===== src/rtl/oclib_pkg.sv =====
// Shared LED controller types: per-LED mode encoding and the stored configuration record.
package oclib_pkg;

  localparam int LedLevelW = 12;
  localparam int LedRateW  = 4;

  typedef enum logic [2:0] {
    LedModeOff     = 3'd0,
    LedModeOn      = 3'd1,
    LedModeBlink   = 3'd2,
    LedModePwm     = 3'd3,
    LedModeBreathe = 3'd4,
    LedModeCount   = 3'd5
  } LedMode;

  // level is sized for the widest PWM; narrower builds zero-extend into it
  typedef struct packed {
    LedMode                mode;
    logic [LedLevelW-1:0]  level;
    logic [LedRateW-1:0]   rate;
  } LedCfg;

  // Reserved encodings (6, 7) fall back to OFF
  function automatic LedMode sanitize_mode(logic [2:0] raw);
    return (raw > 3'd5) ? LedModeOff : LedMode'(raw);
  endfunction

endpackage


===== src/rtl/oc_led_channel.sv =====
// One LED: holds its configuration record and selects the drive waveform from the shared counters.
module oc_led_channel
  import oclib_pkg::*;
#(
  parameter int     SlowW      = 23,
  parameter int     PwmBits    = 8,
  parameter int     BlinkBase  = 10,
  parameter int     Index      = 0,
  parameter logic   ResetValue = 1'b0,
  parameter logic   Invert     = 1'b0,
  parameter LedMode ResetMode  = LedModeCount
) (
  input  logic               clock,
  input  logic               resetN,
  input  logic [SlowW-1:0]   slow_count,
  input  logic [PwmBits-1:0] pwm_count,
  input  logic               wr_en,
  input  LedCfg              wr_cfg,
  output logic               led
);

  LedCfg                cfg;
  logic [SlowW-1:0]     slow_shift;
  logic [PwmBits-1:0]   tri_t;
  logic [PwmBits-1:0]   tri_eff;
  logic [LedLevelW-1:0] pwm_ext;
  logic                 raw;
  logic                 unused_slow;

  always_ff @(posedge clock or negedge resetN) begin
    if (!resetN) begin
      cfg <= '{mode: ResetMode, level: '0, rate: '0};
    end else if (wr_en) begin
      cfg <= wr_cfg;
    end
  end

  // All slow-rate modes read the counter relative to bit BlinkBase+rate
  always_comb begin
    slow_shift = slow_count >> (BlinkBase + int'(cfg.rate));
    tri_t      = slow_shift[PwmBits-1:0];
    tri_eff    = slow_shift[PwmBits] ? ~tri_t : tri_t;
    pwm_ext    = '0;
    pwm_ext[PwmBits-1:0] = pwm_count;
    raw = 1'b0;
    case (cfg.mode)
      LedModeOff:     raw = 1'b0;
      LedModeOn:      raw = 1'b1;
      LedModeBlink:   raw = slow_shift[0];
      LedModePwm:     raw = (cfg.level > pwm_ext);
      LedModeBreathe: raw = (tri_eff > pwm_count);
      LedModeCount:   raw = slow_shift[Index];
      default:        raw = 1'b0;
    endcase
  end

  assign unused_slow = ^slow_shift;

  always_ff @(posedge clock or negedge resetN) begin
    if (!resetN) begin
      led <= ResetValue;
    end else begin
      led <= raw ^ Invert;
    end
  end

endmodule


===== src/rtl/oc_led_ctrl.sv =====
// LED controller top: prescaler, global slow/PWM counters, single-beat config port and LED channels.
module oc_led_ctrl
  import oclib_pkg::*;
#(
  parameter int          LedCount     = 3,
  parameter int          PrescaleDiv  = 1000,
  parameter int          PwmBits      = 8,
  parameter int          BlinkBase    = 10,
  parameter logic [15:0] ResetPattern = 16'b101,
  parameter LedMode      ResetMode    = LedModeCount,
  parameter logic [15:0] LedInvert    = 16'b0
) (
  input  logic                clock,
  input  logic                resetN,
  input  logic                cfgValid,
  output logic                cfgReady,
  input  logic [3:0]          cfgLed,
  input  logic [2:0]          cfgMode,
  input  logic [PwmBits-1:0]  cfgLevel,
  input  logic [3:0]          cfgRate,
  output logic                cfgError,
  output logic [LedCount-1:0] ledOut
);

  localparam int SlowW = BlinkBase + 16 + PwmBits + LedCount;
  localparam int PreW  = (PrescaleDiv > 1) ? $clog2(PrescaleDiv) : 1;

  logic [PreW-1:0]    pre_cnt;
  logic               tick;
  logic [SlowW-1:0]   slow_count;
  logic [PwmBits-1:0] pwm_count;
  logic               accept;
  logic               led_hit;
  logic               mode_bad;
  LedCfg              wr_cfg;

  assign tick = (pre_cnt == PreW'(PrescaleDiv - 1));

  always_ff @(posedge clock or negedge resetN) begin
    if (!resetN) begin
      pre_cnt    <= '0;
      slow_count <= '0;
      pwm_count  <= '0;
    end else begin
      pre_cnt   <= tick ? '0 : pre_cnt + PreW'(1);
      pwm_count <= pwm_count + PwmBits'(1);
      if (tick) begin
        slow_count <= slow_count + SlowW'(1);
      end
    end
  end

  // Handshake: a write is taken when cfgValid && cfgReady on a clock edge;
  // cfgReady then drops for exactly the following cycle, so each accept is one beat.
  assign accept   = cfgValid && cfgReady;
  assign led_hit  = (int'(cfgLed) < LedCount);
  assign mode_bad = (cfgMode > 3'd5);

  always_comb begin
    wr_cfg       = '0;
    wr_cfg.mode  = sanitize_mode(cfgMode);
    wr_cfg.level[PwmBits-1:0] = cfgLevel;
    wr_cfg.rate  = cfgRate;
  end

  always_ff @(posedge clock or negedge resetN) begin
    if (!resetN) begin
      cfgReady <= 1'b0;
      cfgError <= 1'b0;
    end else begin
      cfgReady <= !accept;
      cfgError <= accept && (!led_hit || mode_bad);
    end
  end

  for (genvar g = 0; g < LedCount; g++) begin : g_led
    oc_led_channel #(
      .SlowW      (SlowW),
      .PwmBits    (PwmBits),
      .BlinkBase  (BlinkBase),
      .Index      (g),
      .ResetValue (ResetPattern[g] ^ LedInvert[g]),
      .Invert     (LedInvert[g]),
      .ResetMode  (ResetMode)
    ) u_channel (
      .clock      (clock),
      .resetN     (resetN),
      .slow_count (slow_count),
      .pwm_count  (pwm_count),
      .wr_en      (accept && led_hit && (cfgLed == 4'(g))),
      .wr_cfg     (wr_cfg),
      .led        (ledOut[g])
    );
  end

endmodule


===== config.mk =====
export PLATFORM = sky130hd
export DESIGN_NAME = oc_led_ctrl
export DESIGN_NICKNAME = d
export VERILOG_FILES = /design/src/rtl/oclib_pkg.sv /design/src/rtl/oc_led_channel.sv /design/src/rtl/oc_led_ctrl.sv
export SDC_FILE = /design/constraint.sdc
export NUM_CORES = 1
export LEC_CHECK = 0
export ABC_CLOCK_PERIOD_IN_PS = 3000
export CAP_MARGIN = 20
export CORE_MARGIN = 2
export CORE_UTILIZATION = 50
export DETAILED_ROUTE_END_ITERATION = 12
export GPL_TIMING_DRIVEN = 0
export PLACE_DENSITY = 0.8
export SETUP_SLACK_MARGIN = 0.2
export SLEW_MARGIN = 0
export SYNTH_ARGS = -nofsm -noshare
export SYNTH_HDL_FRONTEND = slang
export SYNTH_HIERARCHICAL = 1
export SYNTH_SLANG_ARGS = --single-unit

===== constraint.sdc =====
create_clock -name clock -period 3 [get_ports clock]
set_clock_uncertainty 0.1 [all_clocks]
set_input_delay 0.6 -clock clock [delete_from_list [all_inputs] [get_ports clock]]
set_output_delay 0.6 -clock clock [all_outputs]
set_load 0.02 [all_outputs]

After elaboration in Yosys (flattened, before gate mapping) --
Index checks and enable logic that the tools add are counted.
Storage, ports and cells: register bits after elaboration 105, output and inout bits 5
Operators by class: add/subtract/negate cells 6, magnitude comparators 8, equal/unequal tests 18, shift-type cells 3, muxes and demuxes 8, bitwise operators 3, reduce and logical (&&, ||, !) cells 11
Operators with widths (number):
- 37-bit by 32-bit right shift with 9-bit output | 3
- 8-bit > comparator | 6
- 37-bit by 1-bit adder with 37-bit output (second input constant) | 1
- 8-bit 2-to-1 mux | 3
- 8-bit NOT | 3
- 3-bit by 2-bit equality test with 1-bit output (second input constant) | 6
- 3-bit equality test (second input constant) | 6
- 4-bit by 4-bit adder with 5-bit output (first input constant) | 3
- 10-bit by 1-bit adder with 10-bit output (second input constant) | 1
- 10-bit equality test (second input constant) | 1
- 10-bit 2-to-1 mux | 1
- 1-bit one-hot mux with 5 select lines | 2
- 3-bit by 1-bit equality test with 1-bit output (second input constant) | 3
- 8-bit by 1-bit adder with 8-bit output (second input constant) | 1
- 1-bit logical AND | 6
- 4-bit by 1-bit equality test with 1-bit output (second input constant) | 1
- 4-bit by 2-bit equality test with 1-bit output (second input constant) | 1
- 4-bit logical NOT | 1
- 4-bit by 2-bit < comparator with 1-bit output (second input constant) | 1
- 1-bit one-hot mux with 4 select lines | 1
- 3-bit > comparator (second input constant) | 1
- 3-bit 2-to-1 mux | 1
- 1-bit logical NOT | 2
- 2-bit OR reduction | 1
- 1-bit logical OR | 1

Depth between registers and ports, before layout --
depth after elaboration 6, depth in mapped cells 14, gate-level depth less buffers 11

Modules after synthesis --
The synthesis kept the hierarchy.
Modules (own cells, without submodules):
- oc_led_ctrl | times used 1, cells each 258, area each 2855.2 um2
- oc_led_channel (g_led[1].u_channel) | times used 1, cells each 214, area each 2098.3 um2
- oc_led_channel (g_led[0].u_channel) | times used 1, cells each 172, area each 2013.2 um2
- oc_led_channel (g_led[2].u_channel) | times used 1, cells each 178, area each 2009.4 um2

Worst setup path before layout --
No wires, ideal clock.
path kind register to register, start reg slow_count[23], end reg g_led[0].u_channel.led, setup time 97 ps, arrival 2747 ps, required time 2803 ps, path slack 55 ps, stages on the path, launching flop included 11, buffers on the path 0, period minus slack after synthesis 2945 ps, path through dfrtp_1 mux4_1 mux2_2 a221o_1 xor2_1 ha_1 nor2b_1 o211ai_1 a21oi_1 a211oi_1 o221ai_1
On the way: word-level cells in the longest chain between the ends 5
Ends and longest elaborated chain:
- start: declaration | RTL line oc_led_ctrl.sv:30 | logic [SlowW-1:0] slow_count;
- start signal: assignment | RTL line oc_led_ctrl.sv:48 | slow_count <= slow_count + SlowW'(1);
- 37-bit by 32-bit right shift with 9-bit output (*) | RTL line oc_led_channel.sv:40 | slow_shift = slow_count >> (BlinkBase + int'(cfg.rate));
- 8-bit NOT | RTL line oc_led_channel.sv:42 | tri_eff = slow_shift[PwmBits] ? ~tri_t : tri_t;
- 8-bit 2-to-1 mux | RTL line oc_led_channel.sv:42
- 8-bit > comparator | RTL line oc_led_channel.sv:51 | LedModeBreathe: raw = (tri_eff > pwm_count);
- 1-bit one-hot mux with 4 select lines (*) | RTL line oc_led_channel.sv:46 | case (cfg.mode)
- net g_led[0].u_channel.raw | RTL line oc_led_channel.sv:27 | logic raw;
- end signal: assignment | RTL line oc_led_channel.sv:61 | led <= ResetValue;
- end signal: assignment | RTL line oc_led_channel.sv:63 | led <= raw ^ Invert;
- end: declaration | RTL line oc_led_channel.sv:19 | output logic led
The timed path passes the listed nets; every way through them passes the cells marked *. A chain may end at the register's enable or synchronous reset.

Worst setup path in the final report --
start reg g_led[1].u_channel/cfg[1] in the netlist's numbering, end reg g_led[1].u_channel.led
On the way: word-level cells in the longest chain between the ends 6
Ends and longest elaborated chain:
- start: declaration | RTL line oc_led_channel.sv:22 | LedCfg cfg;
- start signal: assignment | RTL line oc_led_channel.sv:32 | cfg <= '{mode: ResetMode, level: '0, rate: '0};
- start signal: assignment | RTL line oc_led_channel.sv:34 | cfg <= wr_cfg;
- 4-bit by 4-bit adder with 5-bit output (*) | RTL line oc_led_channel.sv:40
- 37-bit by 32-bit right shift with 9-bit output (*) | RTL line oc_led_channel.sv:40
- 8-bit NOT | RTL line oc_led_channel.sv:42
- 8-bit 2-to-1 mux | RTL line oc_led_channel.sv:42
- 8-bit > comparator | RTL line oc_led_channel.sv:51
- 1-bit one-hot mux with 5 select lines (*) | RTL line oc_led_channel.sv:46
- net g_led[1].u_channel.raw | RTL line oc_led_channel.sv:27
- end signal: assignment | RTL line oc_led_channel.sv:61
- end signal: assignment | RTL line oc_led_channel.sv:63
- end: declaration | RTL line oc_led_channel.sv:19
Marked as above.

==> flow_summary.ini <==
[yosys]
yosys_warnings = 6
syn_area_per_cell_um2 = 10.91
synthCells = 809
synth_area_mm2 = 0.008828

[pwr]
power_density_mw_per_mm2 = 549.0
max-vdd-ir-drop_v = 0.0004862
power.total_uw = 5786
power_leakage_uw = 0.004613

[finish]
layout.cells.most_common = dfrtp_1
nets = 984
final_cell_mix = 89 x dfrtp_1, 59 x nand2_1, 50 x ha_1
antennaDiodeCount = 0
drive_above_1_share = 0.2835
syn2layout_area_growth_pct = 19.39

[worst_hold_path]
worstHoldPathType = input pin to async pin

[clock_tree]
numCtsBuffers = 17
insertion_delay_ns = 0.42
cts_buffer_depth = 2
clk_pin_slew_worst_paths_ns = 0.06
ctsHoldBuffers = 0
clock-root-buffer = clkbuf_16
cts_tree = built
htree_levels = 4
cts.sinks = 114

[setup_path]
crit_end = g_led[1].u_channel/led
rr_startpoint = g_led[1].u_channel/cfg[1]
worstPathCellList = buf_6, buf_12, mux2_4, mux4_2, nor2_1, a211oi_1, xor2_1, ha_2, a211oi_2, nor2_1, o221a_2, a31oi_2, nand4_1
rrSetupSlack_ns = -0.06
crit_required_ns = 3.19
arrival_ns = 3.26
cp_max_fo = 10
critPathLaunchType = flop
path_class = flop to flop
reg2reg_depth = 13
r2r_end = g_led[1].u_channel/led
end_kind = flop
cpMostUsedCell = nor2_1
slowest_stage = mux4_2
slowest_delay_ns = 0.46
startpoint = g_led[1].u_channel/cfg[1]

[timing]
slew_violations = 0
fin_setup_tns_ns = -0.07061
hold_slack_ns = 0.09954
hold_viol_final = 0
fin_crit_sh = 1.021
fmax_mhz = 326.3
final-setup-viol-count = 3
layout_setup_ws_ns = -0.06437
fin_crit_ns = 3.064
rsz0062_at_grt = true
timing.slew.headroom = 0.5674
worst_slew_pin_slew_ns = 0.6489

[global_route]
antenna_found_initial = 0
gr-total-overflow = 0
grt_pass1_wl_mm = 38.12
grt_max_degree = 66
grt_pass1_vias = 7303
gr-usage-all-layers = 0.2669

[routing]
wl_per_cell_um = 20.97
viasPerCell = 6.344
drc_errors = 0
dr.pass1.iters = 5
first_iter_violations = 739
vias = 7289
ant_nets = 0
finalWirelength_mm = 24.10

[floorplanning]
core_mm2 = 0.01730
ios = 27
die_h_um = 136.9
die_area_mm2 = 0.01874
rows = 48
die_w_um = 136.9
start_util = 0.5104

[placement]
dp_hpwl_mm = 15.70
dp_slack_ns = -0.3104
port_buffers = 26
globalplace.congestion = 0.9415

[outcome]
violations = setup timing
status = complete, but fails checks

[job]
cap_violations = 0
## per-stage QoR
stage	utilization	cell area, um^2	instances
6_report	0.6094	10540	1149
5_1_grt	0.6094	10540	1149
4_1_cts	0.6029	10430	1142
3_5_place_dp	0.5465	9453	1072
3_3_place_gp	0.5451	9428	1071
2_1_floorplan	-	8886	820
## worst max-delay path, delay by kind of cell, from the launching register on
family,cells,cell delay (ns)
flops,1,0.38
xor+xnor,1,0.17
fa+ha+maj,1,0.19
simple gates,3,0.32
compound gates,4,0.69
mux,2,0.78
buf+inv,2,0.30
## worst min-delay path by stage
stage                                       to  slack (ns)
floorplan                             cfgError        0.20
global placement                    pre_cnt[0]        0.35
detailed placement                  pre_cnt[0]        0.36
CTS                 g_led[2].u_channel/cfg[15]        0.12
global route         g_led[2].u_channel/cfg[4]        0.15
finish              g_led[2].u_channel/cfg[15]         0.1
## where the power goes
group / internal [uW] / switching [uW]
registers: 1750 / 128
clock network: 1340 / 708
logic: 896 / 966
## metal layers
layer  share of wire  global-route usage
met4           0.054              0.1518
met2            0.48              0.4422
met1            0.39              0.3216
met3           0.078             0.05852
met5               0                   0
## sequential cells by signal (all words and copies together), names as in the netlist
| register | cells |
|---|---|
| cfgError | 1 |
| cfgReady | 1 |
| g_led.u_channel/cfg | 57 |
| g_led.u_channel/led | 3 |
| pre_cnt | 10 |
| pwm_count | 8 |
| slow_count | 34 |
## what timing repair did
item                                    in CTS  in global routing
endpoints found under the setup margin      13                 29
resized for setup                           26                 28
setup buffers                               38                  7
pin swaps                                   11                 12
## final cells by class
cell class | instances | area, um^2
timing repair buffer | 72 | 655.6
clock buffer | 22 | 464.2
tap | 225 | 281.5
fill | 1369 | 6756
buffer | 45 | 311.5
inverter | 36 | 135.1
multi-input combinational | 625 | 5668
sequential | 114 | 2889
clock inverter | 10 | 135.1
(Power assumes the default switching activity.)
